[src/rtl/lcd_in_pkg.sv]
// -----------------------------------------------------------------------------
// lcd_in_pkg
// Shared constants for the LCD video-input to AXI4-Stream bridge.
//   AXIS_DATA_W    : width of the AXI4-Stream tdata bus
//   RGB_W          : width of one {R,G,B} pixel
//   ENTRY_W        : width of one output-buffer entry {tuser, tlast, rgb}
//   AXIS_TSTRB_ALL : constant byte-strobe value
//   ENT_*          : bit positions of the fields inside a buffer entry
// -----------------------------------------------------------------------------
package lcd_in_pkg;

  localparam int         AXIS_DATA_W    = 32;
  localparam int         RGB_W          = 24;
  localparam int         ENTRY_W        = 26;
  localparam logic [3:0] AXIS_TSTRB_ALL = 4'hF;

  localparam int         ENT_RGB_LSB    = 0;
  localparam int         ENT_TLAST_BIT  = 24;
  localparam int         ENT_TUSER_BIT  = 25;

endpackage

[src/rtl/lcd_in_fifo.sv]
// -----------------------------------------------------------------------------
// lcd_in_fifo
// Synchronous show-ahead FIFO. The head entry is always visible on o_rd_data;
// a pop simply advances to the next entry. A push while full is accepted when
// a pop happens in the same cycle.
// Ports:
//   clk, rst_n   : clock, asynchronous active-low reset (empties the FIFO)
//   i_push       : write request, i_wr_data is the entry to store
//   o_push_ok    : write request accepted this cycle
//   i_pop        : advance the head (ignored while empty)
//   o_rd_data    : head entry (only meaningful while o_count != 0)
//   o_count      : number of stored entries
// -----------------------------------------------------------------------------
module lcd_in_fifo
  import lcd_in_pkg::*;
#(
  parameter int DEPTH = 16,
  parameter int WIDTH = ENTRY_W
) (
  input  logic                     clk,
  input  logic                     rst_n,
  input  logic                     i_push,
  input  logic [WIDTH-1:0]         i_wr_data,
  output logic                     o_push_ok,
  input  logic                     i_pop,
  output logic [WIDTH-1:0]         o_rd_data,
  output logic [$clog2(DEPTH):0]   o_count
);

  localparam int             AW       = $clog2(DEPTH);
  localparam logic [AW:0]    FULL_CNT = (AW+1)'(DEPTH);

  logic [WIDTH-1:0] r_mem [DEPTH];
  logic [AW-1:0]    r_wr_ptr;
  logic [AW-1:0]    r_rd_ptr;
  logic [AW:0]      r_count;
  logic             w_pop;
  logic             w_push;

  assign w_pop  = i_pop && (r_count != '0);
  // The slot freed by a same-cycle pop makes room for the push.
  assign w_push = i_push && ((r_count < FULL_CNT) || w_pop);

  always_ff @(posedge clk or negedge rst_n) begin
    if (!rst_n) begin
      r_wr_ptr <= '0;
      r_rd_ptr <= '0;
      r_count  <= '0;
    end else begin
      if (w_push) r_wr_ptr <= r_wr_ptr + 1'b1;
      if (w_pop)  r_rd_ptr <= r_rd_ptr + 1'b1;
      case ({w_push, w_pop})
        2'b10:   r_count <= r_count + 1'b1;
        2'b01:   r_count <= r_count - 1'b1;
        default: r_count <= r_count;
      endcase
    end
  end

  always_ff @(posedge clk) begin
    if (w_push) r_mem[r_wr_ptr] <= i_wr_data;
  end

  assign o_push_ok = w_push;
  assign o_rd_data = r_mem[r_rd_ptr];
  assign o_count   = r_count;

endmodule

[src/rtl/lcd_in_axis.sv]
// -----------------------------------------------------------------------------
// lcd_in_axis
// Samples a parallel LCD-style video bus and emits an AXI4-Stream master
// stream: tuser marks the first pixel of a frame, tlast the last pixel of a
// line. A show-ahead FIFO absorbs tready back-pressure; the source cannot be
// stalled, so a write that does not fit sets a sticky overflow flag and the
// rest of the frame is dropped until the next vertical sync.
// Optional build macro LCD_IN_LINE_CHECK_EN adds a sticky line-length check
// against H_ACTIVE; without it line_err is tied low.
// Ports:
//   clk, rst_n          : clock, asynchronous active-low reset
//   vin_vs/hs/de/rgb    : video input (hs is sampled by nothing)
//   axis_tdata/tvalid/tready/tuser/tlast/tstrb : AXI4-Stream master
//   ovf_clr             : clears ovf_err (and line_err)
//   ovf_err             : sticky overflow flag
//   line_err            : sticky line-length error
//   frame_cnt           : frames delivered downstream (wrapping)
// -----------------------------------------------------------------------------
module lcd_in_axis
  import lcd_in_pkg::*;
#(
  parameter int FIFO_DEPTH     = 16,
  parameter int H_ACTIVE       = 480,
  parameter int VS_ACTIVE_HIGH = 1
) (
  input  logic                   clk,
  input  logic                   rst_n,
  input  logic                   vin_vs,
  input  logic                   vin_hs,
  input  logic                   vin_de,
  input  logic [RGB_W-1:0]       vin_rgb,
  output logic [AXIS_DATA_W-1:0] axis_tdata,
  output logic                   axis_tvalid,
  input  logic                   axis_tready,
  output logic                   axis_tuser,
  output logic                   axis_tlast,
  output logic [3:0]             axis_tstrb,
  input  logic                   ovf_clr,
  output logic                   ovf_err,
  output logic                   line_err,
  output logic [15:0]            frame_cnt
);

  localparam logic [11:0] H_ACTIVE_C = 12'(H_ACTIVE);

  logic                   w_vs_act;
  logic                   w_vs_start;
  logic                   w_cap;
  logic                   w_wr_req;
  logic                   w_push_ok;
  logic                   w_pop;
  logic                   w_ovf;
  logic [ENTRY_W-1:0]     w_entry;
  logic [ENTRY_W-1:0]     w_head;
  logic [$clog2(FIFO_DEPTH):0] w_count;
  logic [12:0]            w_unused;

  logic                   r_vs_p1, r_vs_p2, r_de_p1;
  logic [RGB_W-1:0]       r_rgb_p1;
  logic                   r_vld_p2, r_tuser_p2;
  logic [RGB_W-1:0]       r_rgb_p2;
  logic                   r_armed, r_sof_pend, r_drop, r_ovf_err;
  logic [15:0]            r_frame_cnt;

  assign w_vs_act = (VS_ACTIVE_HIGH != 0) ? vin_vs : ~vin_vs;
  assign w_unused = {vin_hs, H_ACTIVE_C};

  // ---- stage 1: input sampling (vs kept as "asserted" level) ----
  always_ff @(posedge clk or negedge rst_n) begin
    if (!rst_n) begin
      r_vs_p1 <= 1'b0;
      r_vs_p2 <= 1'b0;
      r_de_p1 <= 1'b0;
    end else begin
      r_vs_p1 <= w_vs_act;
      r_vs_p2 <= r_vs_p1;
      r_de_p1 <= vin_de;
    end
  end

  always_ff @(posedge clk) begin
    r_rgb_p1 <= vin_rgb;
  end

  assign w_vs_start = r_vs_p1 & ~r_vs_p2;
  // A pixel arriving together with the sync edge already belongs to the new frame.
  assign w_cap      = r_de_p1 & (r_armed | w_vs_start);

  // ---- stage 2: hold register, framing state ----
  always_ff @(posedge clk or negedge rst_n) begin
    if (!rst_n) begin
      r_vld_p2   <= 1'b0;
      r_tuser_p2 <= 1'b0;
      r_armed    <= 1'b0;
      r_sof_pend <= 1'b0;
    end else begin
      r_vld_p2   <= w_cap;
      r_tuser_p2 <= w_cap & (r_sof_pend | w_vs_start);
      if (w_vs_start) r_armed <= 1'b1;
      if (w_cap)           r_sof_pend <= 1'b0;
      else if (w_vs_start) r_sof_pend <= 1'b1;
    end
  end

  always_ff @(posedge clk) begin
    if (w_cap) r_rgb_p2 <= r_rgb_p1;
  end

  // ---- stage 3: FIFO write; tlast known once stage 1 shows the next cycle ----
  assign w_wr_req = r_vld_p2 & ~r_drop;
  always_comb begin
    w_entry                              = '0;
    w_entry[ENT_TUSER_BIT]               = r_tuser_p2;
    w_entry[ENT_TLAST_BIT]               = ~r_de_p1;
    w_entry[ENT_RGB_LSB +: RGB_W]        = r_rgb_p2;
  end

  assign axis_tvalid = (w_count != '0);
  assign w_pop       = axis_tvalid & axis_tready;
  assign w_ovf       = w_wr_req & ~w_push_ok;

  lcd_in_fifo #(
    .DEPTH (FIFO_DEPTH),
    .WIDTH (ENTRY_W)
  ) u_fifo (
    .clk       (clk),
    .rst_n     (rst_n),
    .i_push    (w_wr_req),
    .i_wr_data (w_entry),
    .o_push_ok (w_push_ok),
    .i_pop     (w_pop),
    .o_rd_data (w_head),
    .o_count   (w_count)
  );

  always_ff @(posedge clk or negedge rst_n) begin
    if (!rst_n) begin
      r_drop      <= 1'b0;
      r_ovf_err   <= 1'b0;
      r_frame_cnt <= '0;
    end else begin
      // A new frame always gets a fresh chance, even if the old frame's
      // trailing pixel overflows in the same cycle.
      if (w_vs_start) r_drop <= 1'b0;
      else if (w_ovf) r_drop <= 1'b1;
      if (w_ovf)        r_ovf_err <= 1'b1;
      else if (ovf_clr) r_ovf_err <= 1'b0;
      if (w_pop && w_head[ENT_TUSER_BIT]) r_frame_cnt <= r_frame_cnt + 16'd1;
    end
  end

  // Head is masked while empty so idle outputs read as zero.
  assign axis_tdata = axis_tvalid ?
                      {{(AXIS_DATA_W-RGB_W){1'b0}}, w_head[ENT_RGB_LSB +: RGB_W]} : '0;
  assign axis_tuser = axis_tvalid & w_head[ENT_TUSER_BIT];
  assign axis_tlast = axis_tvalid & w_head[ENT_TLAST_BIT];
  assign axis_tstrb = AXIS_TSTRB_ALL;
  assign ovf_err    = r_ovf_err;
  assign frame_cnt  = r_frame_cnt;

`ifdef LCD_IN_LINE_CHECK_EN
  logic [11:0] r_line_cnt;
  logic        r_line_err;
  logic        w_line_bad;

  // Only entries that actually reach the FIFO are counted, so dropped lines
  // never produce a check.
  assign w_line_bad = w_push_ok & w_entry[ENT_TLAST_BIT] &
                      ((r_line_cnt + 12'd1) != H_ACTIVE_C);

  always_ff @(posedge clk or negedge rst_n) begin
    if (!rst_n) begin
      r_line_cnt <= '0;
      r_line_err <= 1'b0;
    end else begin
      if (w_vs_start)
        r_line_cnt <= '0;
      else if (w_push_ok)
        r_line_cnt <= w_entry[ENT_TLAST_BIT] ? 12'd0 : r_line_cnt + 12'd1;
      if (w_line_bad)   r_line_err <= 1'b1;
      else if (ovf_clr) r_line_err <= 1'b0;
    end
  end

  assign line_err = r_line_err;
`else
  assign line_err = 1'b0;
`endif

endmodule

[config.mk]
export PLATFORM = sky130hd
export DESIGN_NAME = lcd_in_axis
export DESIGN_NICKNAME = d
export VERILOG_FILES = /design/src/rtl/lcd_in_pkg.sv /design/src/rtl/lcd_in_fifo.sv /design/src/rtl/lcd_in_axis.sv
export SDC_FILE = /design/constraint.sdc
export NUM_CORES = 1
export LEC_CHECK = 0
export BUFFER_PORTS_ARGS = -buffer_cell sky130_fd_sc_hd__buf_4
export CAP_MARGIN = 25
export CORE_ASPECT_RATIO = 1.1
export CORE_MARGIN = 2
export CORE_UTILIZATION = 51
export CTS_CLUSTER_DIAMETER = 200
export DETAILED_ROUTE_END_ITERATION = 10
export PLACE_DENSITY = 0.65
export SYNTH_ARGS = -nofsm -noshare
export SYNTH_HDL_FRONTEND = slang
export SYNTH_SLANG_ARGS = --single-unit
[constraint.sdc]
create_clock -name clk -period 3.7 [get_ports clk]
set_input_delay 0.37 -clock clk [delete_from_list [all_inputs] [get_ports clk]]
set_output_delay 0.37 -clock clk [all_outputs]
set_load 0.005 [all_outputs]
==> reports/summary.txt, run 1 <==
Synth Flop Type = sky130_fd_sc_hd__edfxtp_1
Fin. max-slew vios = 0
Share of synthesized area occupied by flip-flops and latches = 77.3%
Leading cell types by count after synthesis = sky130_fd_sc_hd__edfxtp_1 (440), sky130_fd_sc_hd__mux4_2 (125), sky130_fd_sc_hd__and2_1 (42)
Cell row count = 74
Number of antenna violations at the first check in global routing = 0
Lkg Pwr = 7.48 nW
Netlist area before placement = 18900 um^2
Adder-cell share of the synthesized area = 0.594%
Post-layout minimum cycle time = 3.50 ns
Clock sink total = 502
Number of cells on the worst hold path = 4
Boundary pin count = 88
Net count of the finished layout = 1046
Register clock-pin slew on the reported worst setup and hold paths = 0.06 ns
Detailed-route via count = 8538
Initial DRC Count = 703
Mean post-synth cell area = 22.2 um^2
Arrival time at the worst endpoint = 3.13 ns
Clock network fraction of total power = 30.0%
Clock latency on the worst-skew pair = 0.55 ns
H-tree Lvls = 2
RSZ-0062 raised after global routing = false
Max-slew headroom at the worst pin = 48.6%
Via count of the first global-routing pass = 8927
Final Setup Violations = 0
Post-DP Area = 20300 um^2
Net Sw Power = 4.22 mW
CP Class = flip-flop to primary output
Worst min-delay path category = input port to flip-flop
Number of detailed-routing iterations run before antenna repair = 4
Sequential power share = 44.4%
Share of the core filled with cells = 60.1%
Part of the total power dissipated in combinational logic = 25.6%
Yosys warning total = 0
Average wire length per cell after detail routing = 23.9 um
Share of Yosys cell area claimed by the top area cell type = 69.7%
Share of final-layout standard cells stronger than drive strength 1 = 29.4%
Via density per instance = 5.54
Post-Syn Instances = 855
HPWL after detailed placement = 19.9 mm
Effective utilization at floorplan = 51.4%
Number of gates resized after cts = 0
Max-capacitance violation count = 0
Transition time at the pin with the least slew margin = 0.770 ns
Crit start category = flip-flop
Status = completed
Power Total = 16.1 mW
Min Hold Slack = 0.183 ns
Vert. Die Dim = 206 um
Pin count of the biggest net entering global routing = 50
Period utilization = 94.6%
Worst clock skew = 0.0110 ns
Antenna viol nets, final = 0
Distinct cell type count after synthesis = 37
Number of flops mapped to enable cells by yosys = 440
Hold Vio Cnt, Final = 0
Number of inserted diodes = 0
Gp weighted congestion = 0.748
Sum of negative setup slack = 0 ns
Synthesized-area fraction occupied by ao, oa, aoi and oai cells = 0.548%
Switching part of the total = 26.3%
Synth async-reset ratio = 7.57%
Cell area after layout = 22200 um^2
Library cell occupying the most area in the post-synthesis netlist = sky130_fd_sc_hd__edfxtp_1
Global-route wire length before repair = 55.2 mm
Share of cell area taken by muxes after synthesis = 15.3%
FILL cells = 2693
Cell-internal power = 11.9 mW
Clock Root Buffer = sky130_fd_sc_hd__clkbuf_16
Worst IR Drop VDD = 0.453 mV
Area added between synthesis and finish = 17.0%
Top achievable clock speed = 0.286 GHz
Number of cells on the worst reg-to-reg path = 6
Overall Global Routing Usage = 19.6%
FF+latch count, synth = 502
Clock buffers created by TritonCTS = 49
Endpoint class of the critical path = primary output
Die boundary width = 188 um
Xor-xnor portion of the synthesized cell area = 1.29%
Die Footprint = 38700 um^2
Critical path required time = 3.33 ns
Placeable core region = 36900 um^2
Power Density = 726 nW/um^2
Wirelength, routed = 36.8 mm
Residual DRC count = 0
Maximum buffer depth of the clock tree = 3
Main combinational cell family by area after synthesis = multiplexers
Maximum fanout along the worst path = 33
Clock tree from TritonCTS = done
Global-route congestion overflow total = 0
Most frequently used cell type in the post-synthesis netlist = sky130_fd_sc_hd__edfxtp_1
Top area cells in the synthesized netlist = sky130_fd_sc_hd__edfxtp_1 (70%), sky130_fd_sc_hd__mux4_2 (15%), sky130_fd_sc_hd__dfrtp_1 (5.0%), sky130_fd_sc_hd__dfxtp_1 (2.5%), sky130_fd_sc_hd__and2_1 (1.4%)
IO buf count = 73
Post-synthesis share of cell area spent on and, or, nand and nor gates = 3.19%
==> per-stage QoR <==
stage | setup slack (ns) | std cells
after CTS | 0.100 | 1538
final | 0.200 | 1540
after global placement | 0.710 | 1419
after detailed placement | 0.708 | 1419
after floorplan | 1.29 | 866
after global routing | 0.0172 | 1540
==> power groups by stage <==
| stage | sequential [mW] | combinational (mW) | clock [mW] |
|---|---|---|---|
| after CTS | 7.23 | 4.12 | 4.91 |
| after global routing | 7.22 | 4.47 | 5.14 |
| after global placement | 7.33 | 4.05 | 0 |
| final | 7.14 | 4.12 | 4.82 |
| after floorplan | 6.92 | 3.03 | 0 |
| after detailed placement | 7.35 | 4.07 | 0 |
==> final timing paths <==
| path | startpoint | end | slack (ns) |
|---|---|---|---|
| setup reg to reg | u_fifo.o_count[4]$_DFFE_PN0P_ | u_fifo.r_mem[0][17]$_DFFE_PP_ | 0.90 |
| setup / recovery | u_fifo.r_rd_ptr[0]$_DFFE_PN0P_ | axis_tdata[8] | 0.20 |
| hold reg to reg | r_vs_p1$_DFF_PN0_ | r_vs_p2$_DFF_PN0_ | 0.38 |
| hold / removal | axis_tready | ovf_err$_DFFE_PN0P_ | 0.18 |
| min in group asynchronous | rst_n | frame_cnt[3]$_DFFE_PN0P_ | 0.32 |
| max in group asynchronous | rst_n | u_fifo.r_rd_ptr[1]$_DFFE_PN0P_ | 3.00 |
==> cell type report <==
cell class,count,area [um^2],area share [%]
tap,494,618,2.79
timing repair buffer,137,1270,5.75
sequential,502,14700,66.1
clock inverter,16,155,0.700
clock buffer,75,1410,6.35
multi-input combinational,309,4020,18.2
inverter,7,26.3,0.119
==> sequential cells by signal, summed over array words and instances (netlist names) <==
signal	cells
u_fifo.o_count	5
u_fifo.r_mem	416
r_vs_p2	1
r_armed	1
r_vs_p1	1
r_rgb_p2	24
r_de_p1	1
ovf_err	1
r_vld_p2	1
r_sof_pend	1
r_rgb_p1	24
r_drop	1
u_fifo.r_rd_ptr	4
r_tuser_p2	1
u_fifo.r_wr_ptr	4
frame_cnt	16
==> critical path, stage by stage, from the launching register on <==
cell                      delay, ns
sky130_fd_sc_hd__dfrtp_4       0.80
sky130_fd_sc_hd__buf_12        0.36
sky130_fd_sc_hd__mux4_2        0.55
sky130_fd_sc_hd__mux4_2        0.51
sky130_fd_sc_hd__and2_1        0.18
sky130_fd_sc_hd__buf_4         0.13
==> layout by cell type, fill, tap and decap left out, types with 3 or more instances in the layout <==
master | synthesis | layout
sky130_fd_sc_hd__dfrtp_1 | 38 | 34
sky130_fd_sc_hd__bufinv_16 | 0 | 3
sky130_fd_sc_hd__xnor2_1 | 17 | 17
sky130_fd_sc_hd__buf_4 | 15 | 95
sky130_fd_sc_hd__xor2_1 | 11 | 11
sky130_fd_sc_hd__edfxtp_1 | 440 | 440
sky130_fd_sc_hd__clkbuf_16 | 0 | 52
sky130_fd_sc_hd__inv_1 | 7 | 7
sky130_fd_sc_hd__mux4_2 | 125 | 125
sky130_fd_sc_hd__nand2_1 | 19 | 19
sky130_fd_sc_hd__clkinv_2 | 0 | 6
sky130_fd_sc_hd__conb_1 | 2 | 13
sky130_fd_sc_hd__buf_12 | 0 | 14
sky130_fd_sc_hd__dlygate4sd3_1 | 0 | 28
sky130_fd_sc_hd__nand3_1 | 6 | 6
sky130_fd_sc_hd__dfxtp_1 | 24 | 24
sky130_fd_sc_hd__nor3_1 | 7 | 7
sky130_fd_sc_hd__and3_1 | 5 | 5
sky130_fd_sc_hd__clkinv_1 | 0 | 5
sky130_fd_sc_hd__o21ai_0 | 3 | 3
sky130_fd_sc_hd__ha_1 | 9 | 9
sky130_fd_sc_hd__mux2i_1 | 8 | 8
sky130_fd_sc_hd__and2_1 | 42 | 41
sky130_fd_sc_hd__nor2b_1 | 5 | 5
sky130_fd_sc_hd__nor2_1 | 11 | 11
sky130_fd_sc_hd__nand4_1 | 12 | 12
sky130_fd_sc_hd__clkbuf_1 | 8 | 21
==> metal layers <==
metal / routed length [um] / track usage (%) / vias to the layer above
li1: - / - / 3766
met2: 18800 / 33.4 / 208
met1: 15700 / 26.8 / 4513
met3: 1590 / 2.73 / 51
met5: 0 / 0 / -
met4: 754 / 5.76 / 0
==> timing repair <==
item	in CTS	in global routing
endpoints found under the hold margin	65	0
buffers inserted	0	0
hold buffers	28	0
==> cell families (layout without fill, tap and decap cells) <==
logic type | Yosys count | in the layout
AOI/OAI and AO/OA | 15 | 15
xor gates and xnor gates | 28 | 28
adders and majority gates | 9 | 9
buffers and inverters | 55 | 235
DFF | 502 | 502
muxes | 134 | 134
other | 2 | 13
and+or+nand+nor | 110 | 110
Note: power is estimated with default switching activity, not from simulation.
==> run 2: changes to the inputs <==
--- a/config.mk
+++ b/config.mk
@@ -9,10 +9,10 @@
 export CAP_MARGIN = 25
 export CORE_ASPECT_RATIO = 1.1
 export CORE_MARGIN = 2
-export CORE_UTILIZATION = 51
+export CORE_UTILIZATION = 45
 export CTS_CLUSTER_DIAMETER = 200
 export DETAILED_ROUTE_END_ITERATION = 10
-export PLACE_DENSITY = 0.65
+export PLACE_DENSITY = 0.58
 export SYNTH_ARGS = -nofsm -noshare
 export SYNTH_HDL_FRONTEND = slang
 export SYNTH_SLANG_ARGS = --single-unit
==> run 2 against run 1 <==
Largest cell class unchanged; combinational power about the same; critical endpoint is now axis_tdata[22]; clock skew increased by 0.0067 ns; critical path depth is the same.
==> reports/summary.txt, run 2 (same netlist as run 1, synthesis figures left out) <==
Status = completed
Share of final-layout standard cells stronger than drive strength 1 = 32.2%
Net count of the finished layout = 1045
Startpoint of the worst setup timing path = u_fifo.r_rd_ptr[0]$_DFFE_PN0P_
Number of cells on the worst reg-to-reg path = 6
Crit start category = flip-flop
R2r setup slk = 1.02 ns
HPWL after detailed placement = 21.2 mm
Gp weighted congestion = 0.700
Cell occurring most often along the worst timing path = sky130_fd_sc_hd__mux4_2
Hold-critical path endpoint = ovf_err$_DFFE_PN0P_
Via count of the first global-routing pass = 9131
Clock tree from TritonCTS = done
Largest stage delay on the critical path = 0.77 ns
Detailed-route via count = 8642
Max-capacitance violation count = 0
Fin. max-slew vios = 0
Cell row count = 78
Register clock-pin slew on the reported worst setup and hold paths = 0.06 ns
RSZ-0062 raised after global routing = false
Global-route wire length before repair = 58.1 mm
Lkg Pwr = 7.57 nW
Most frequent standard cell in the layout excluding fill and tap cells = sky130_fd_sc_hd__edfxtp_1
Largest registers in the final layout = u_fifo.r_mem: 416 flops, r_rgb_p1: 24 flops, r_rgb_p2: 24 flops
Sum of negative setup slack = 0 ns
Antenna viol nets, final = 0
Largest Register = u_fifo.r_mem
Via density per instance = 5.37
Worst setup margin = 0.195 ns
Top achievable clock speed = 0.285 GHz
Power Density = 743 nW/um^2
Residual DRC count = 0
Arrival time at the worst endpoint = 3.13 ns
Wirelength, routed = 39.5 mm
Number of antenna violations at the first check in global routing = 0
Worst IR Drop VDD = 0.401 mV
Worst min-delay path category = input port to flip-flop
Clock Root Buffer = sky130_fd_sc_hd__clkbuf_16
Number of gates on the worst path with buffers counted = 5
Final cell count without fillers = 1608
Number of placed cells counting well taps = 1483
Critical path required time = 3.33 ns
Overall Global Routing Usage = 18.7%
Period utilization = 94.7%
Power Total = 16.7 mW
Crit-path cells = buf_12 > mux4_2 > mux4_2 > and2_1 > buf_4
Clock sink total = 502
Number of inserted diodes = 0
Setup slack at placement = 0.602 ns
Number of detailed-routing iterations run before antenna repair = 6
Maximum buffer depth of the clock tree = 3
Die boundary width = 200 um
Number of buffers and inverters on the critical path = 2
Cell class contributing the biggest share of worst-path delay = multiplexers
Hold Vio Cnt, Final = 0
Cell area after layout = 22400 um^2
Average wire length per cell after detail routing = 24.5 um
Global-route congestion overflow total = 0
Pin count of the biggest net entering global routing = 53
IO buf count = 73
Vert. Die Dim = 219 um
Clock buffers created by TritonCTS = 51
H-tree Lvls = 2
Slowest cell on the critical path = sky130_fd_sc_hd__dfrtp_4
Post-DP Area = 20300 um^2
Number of cells on the worst hold path = 4
Worst clock skew = 0.0177 ns
Transition time at the pin with the least slew margin = 0.851 ns
Boundary pin count = 88
Area added between synthesis and finish = 18.3%
Max-slew headroom at the worst pin = 43.3%
Worst hold start = axis_tready
CP Class = flip-flop to primary output
Placeable core region = 41400 um^2
Most used cells in the layout excluding fill and tap cells = sky130_fd_sc_hd__edfxtp_1 (440), sky130_fd_sc_hd__mux4_2 (125), sky130_fd_sc_hd__buf_4 (94), sky130_fd_sc_hd__clkbuf_16 (52), sky130_fd_sc_hd__dfrtp_1 (34)
Maximum fanout along the worst path = 32
Final Setup Violations = 0
Die Footprint = 43800 um^2
Clock latency on the worst-skew pair = 0.59 ns
Post-layout minimum cycle time = 3.50 ns
Reg-to-reg critical path endpoint = u_fifo.r_mem[0][10]$_DFFE_PP_
Initial DRC Count = 759
Flip-flop count of the largest register, all copies and words added = 416
Crit Reg-Reg Startpoint = u_fifo.o_count[4]$_DFFE_PN0P_
Endpoint class of the critical path = primary output
Effective utilization at floorplan = 45.8%
[run 2: layer usage]
| layer | up-vias | share of wire (%) | GRT usage, % |
|---|---|---|---|
| li1 | 3778 | - | - |
| met1 | 4589 | 43 | 25.3 |
| met4 | 0 | 2.0 | 5.85 |
| met5 | - | 0 | 0 |
| met3 | 61 | 4.2 | 2.92 |
| met2 | 214 | 51 | 31.4 |
[run 2: report_power, final]
part	switching (mW)	internal (mW)
Combinational	1.74	2.40
Clock	2.07	3.21
Sequential	0.598	6.63
[run 2: worst min-delay path, delay by kind of cell]
family / cells / cell delay [ns]
AOI/OAI and AO/OA: 1 / 0.08
buffers and inverters: 1 / 0.10
and+or+nand+nor: 2 / 0.16
[run 2: what timing repair did]
| item | CTS | global route |
|---|---|---|
| hold buffers | 28 | 0 |
| endpoints found under the setup margin | 1 | 0 |
| gates resized for setup | 0 | 0 |
| endpoints found under the hold margin | 65 | 0 |
| setup buffers | 1 | 0 |
[run 2: area by class of cell]
type	instances	area [um^2]
Sequential cell	502	14700
Multi-Input combinational cell	309	4040
Inverter	7	26.3
Timing Repair Buffer	134	1230
Clock buffer	80	1540
Tap cell	560	701
Fill cell	3225	19000
Clock inverter	16	219
[run 2: how the worst max path moves through the flow]
stage	endpoint	slack (ns)
2_1_floorplan	u_fifo.r_mem[10][0]$_DFFE_PP_	1.29
3_3_place_gp	axis_tdata[22]	0.60
3_5_place_dp	axis_tdata[22]	0.60
4_1_cts	axis_tdata[22]	0.11
5_1_grt	axis_tdata[22]	0.05
6_report	axis_tdata[22]	0.20
[run 2: through the flow]
stage / utilization, % / hold WS (ns)
after floorplan: - / 0.0744
after detailed placement: 49.2 / 0.374
after global placement: 49.1 / 0.353
after global routing: 54.2 / 0.187
final: 54.2 / 0.167
after CTS: 54.2 / 0.142
==> run 3: changes to the inputs <==
==> constraint.sdc (replaced) <==
create_clock -name clk -period 3.5 [get_ports clk]
set_input_delay 0.35 -clock clk [delete_from_list [all_inputs] [get_ports clk]]
set_output_delay 0.35 -clock clk [all_outputs]
set_load 0.005 [all_outputs]
==> run 3 against run 2 <==
Sequential cell count did not move; critical path depth is the same; combinational power increased by 9.9%; critical endpoint is now axis_tdata[18]; wire length decreased by 0.42%; utilization down 0.070 points; via count up 1.2%; design area shrank 0.13%; register-to-register slack worse by 0.34 ns.
==> reports/summary.txt, run 3 (same netlist as run 1, synthesis figures left out) <==
Power Total = 17.2 mW
Clock buffers created by TritonCTS = 51
Slowest cell on the critical path = sky130_fd_sc_hd__dfrtp_4
Status = completed
Worst setup margin = 0.143 ns
Endpoint class of the critical path = primary output
Max-slew headroom at the worst pin = 45.5%
Power Density = 768 nW/um^2
Number of detailed-routing iterations run before antenna repair = 5
Max-capacitance violation count = 0
HPWL after detailed placement = 21.9 mm
Effective utilization at floorplan = 45.8%
H-tree Lvls = 2
Flip-flop count of the largest register, all copies and words added = 416
Average wire length per cell after detail routing = 24.4 um
Top achievable clock speed = 0.298 GHz
Arrival time at the worst endpoint = 3.01 ns
FILL cells = 3239
Hold Vio Cnt, Final = 0
Min Hold Slack = 0.141 ns
Lkg Pwr = 7.52 nW
Number of inserted diodes = 0
Net count of the finished layout = 1047
Via count of the first global-routing pass = 9277
Cell class contributing the biggest share of worst-path delay = flip-flops
Placeable core region = 41400 um^2
Pin count of the biggest net entering global routing = 52
Post-layout minimum cycle time = 3.36 ns
Largest registers in the final layout = u_fifo.r_mem: 416 flops, r_rgb_p1: 24 flops, r_rgb_p2: 24 flops
Worst clock skew = 0.00794 ns
Period utilization = 95.9%
Area added between synthesis and finish = 18.1%
Via density per instance = 5.44
Number of buffers and inverters on the critical path = 2
Die boundary width = 200 um
Cell occurring most often along the worst timing path = sky130_fd_sc_hd__mux4_2
CP Class = flip-flop to primary output
Register clock-pin slew on the reported worst setup and hold paths = 0.06 ns
Setup slack at placement = 0.565 ns
Clock sink total = 502
RSZ-0062 raised after global routing = false
Maximum fanout along the worst path = 51
Maximum buffer depth of the clock tree = 3
Worst IR Drop VDD = 0.437 mV
Critical path required time = 3.15 ns
Final Setup Violations = 0
IO buf count = 73
Worst min-delay path category = input port to flip-flop
Number of antenna violations at the first check in global routing = 1
Most used cells in the layout excluding fill and tap cells = sky130_fd_sc_hd__edfxtp_1 (440), sky130_fd_sc_hd__mux4_2 (125), sky130_fd_sc_hd__buf_4 (84), sky130_fd_sc_hd__clkbuf_16 (53), sky130_fd_sc_hd__dfrtp_1 (34)
Clock latency on the worst-skew pair = 0.58 ns
Sum of negative setup slack = 0 ns
Crit-path cells = buf_12 > mux4_2 > mux4_2 > and2_1 > buf_4
Global-route wire length before repair = 58.8 mm
Clock tree from TritonCTS = done
Initial DRC Count = 657
Transition time at the pin with the least slew margin = 0.818 ns
Largest Register = u_fifo.r_mem
Fin. max-slew vios = 0
Share of final-layout standard cells stronger than drive strength 1 = 31.1%
Crit start category = flip-flop
Largest stage delay on the critical path = 0.95 ns
Die Footprint = 43800 um^2
Clock Root Buffer = sky130_fd_sc_hd__clkbuf_16
Residual DRC count = 0
Overall Global Routing Usage = 18.8%
Boundary pin count = 88
Antenna viol nets, final = 0
Detailed-route via count = 8744
Most frequent standard cell in the layout excluding fill and tap cells = sky130_fd_sc_hd__edfxtp_1
Global-route congestion overflow total = 0
Vert. Die Dim = 219 um
Cell row count = 78
Wirelength, routed = 39.3 mm
Gp weighted congestion = 0.720
Number of gates resized after cts = 0
==> run 3: cell types whose count changed in the layout (fill, tap and decap cells not counted), moves of 2 or more <==
cell | before | now
sky130_fd_sc_hd__clkbuf_1 | 14 | 16
sky130_fd_sc_hd__bufinv_16 | 5 | 1
sky130_fd_sc_hd__clkbuf_8 | 13 | 4
sky130_fd_sc_hd__buf_12 | 12 | 23
sky130_fd_sc_hd__clkinv_1 | 1 | 10
sky130_fd_sc_hd__inv_6 | 3 | 1
sky130_fd_sc_hd__buf_4 | 94 | 84
==> run 3: timing repair <==
item | in CTS | in global routing
hold buffers | 28 | 0
buffers inserted | 1 | 0
setup endpoints to repair | 5 | 0
endpoints found under the hold margin | 65 | 0
==> run 3: area by class of cell <==
class / instances / area [um^2] / area share, %
Multi-Input combinational cell: 309 / 4040 / 18.1
Inverter: 7 / 26.3 / 0.117
Clock buffer: 73 / 1440 / 6.44
Tap cell: 560 / 701 / 3.13
Sequential cell: 502 / 14700 / 65.5
Timing Repair Buffer: 136 / 1390 / 6.19
Clock inverter: 21 / 129 / 0.576
==> run 3: report_power, final <==
group	internal (mW)	switching [mW]	leakage (nW)
combinational	2.63	1.92	2.09
clock	2.93	2.16	0.771
sequential	7.01	0.540	4.66
total	12.6	4.62	7.52
==> run 3: final timing paths <==
check,start,end,slack (ns),depth (start not counted)
max in group asynchronous,rst_n,u_fifo.r_rd_ptr[1]$_DFFE_PN0P_,2.83,2
min in group asynchronous,rst_n,u_fifo.o_count[0]$_DFFE_PN0P_,0.28,2
max,u_fifo.r_rd_ptr[1]$_DFFE_PN0P_,axis_tdata[18],0.14,5
min reg2reg,r_vs_p1$_DFF_PN0_,r_vs_p2$_DFF_PN0_,0.37,0
max reg2reg,u_fifo.o_count[4]$_DFFE_PN0P_,u_fifo.o_count[4]$_DFFE_PN0P_,0.68,11
min,axis_tready,ovf_err$_DFFE_PN0P_,0.14,4
==> run 3: worst min-delay path: stages <==
cell                      delay [ns]
sky130_fd_sc_hd__buf_4          0.09
sky130_fd_sc_hd__nor2b_1        0.07
sky130_fd_sc_hd__nand2_1        0.08
sky130_fd_sc_hd__o22ai_1        0.07
==> run 3: metal layers <==
layer,wire [um],up-vias,GRT usage (%)
met5,0,-,0
met4,688,0,5.26
met3,1550,52,2.83
met2,20000,192,31.6
met1,17100,4723,25.8
li1,-,3777,-
==> run 3: metrics by stage <==
| stage | instance area (um^2) | utilization (%) | instances |
|---|---|---|---|
| 3_3_place_gp | 20500 | 49.5 | 1483 |
| 5_1_grt | 22400 | 54.1 | 1608 |
| 2_1_floorplan | 19000 | - | 866 |
| 4_1_cts | 22400 | 54.0 | 1607 |
| 6_report | 22400 | 54.1 | 1608 |
| 3_5_place_dp | 20500 | 49.5 | 1484 |
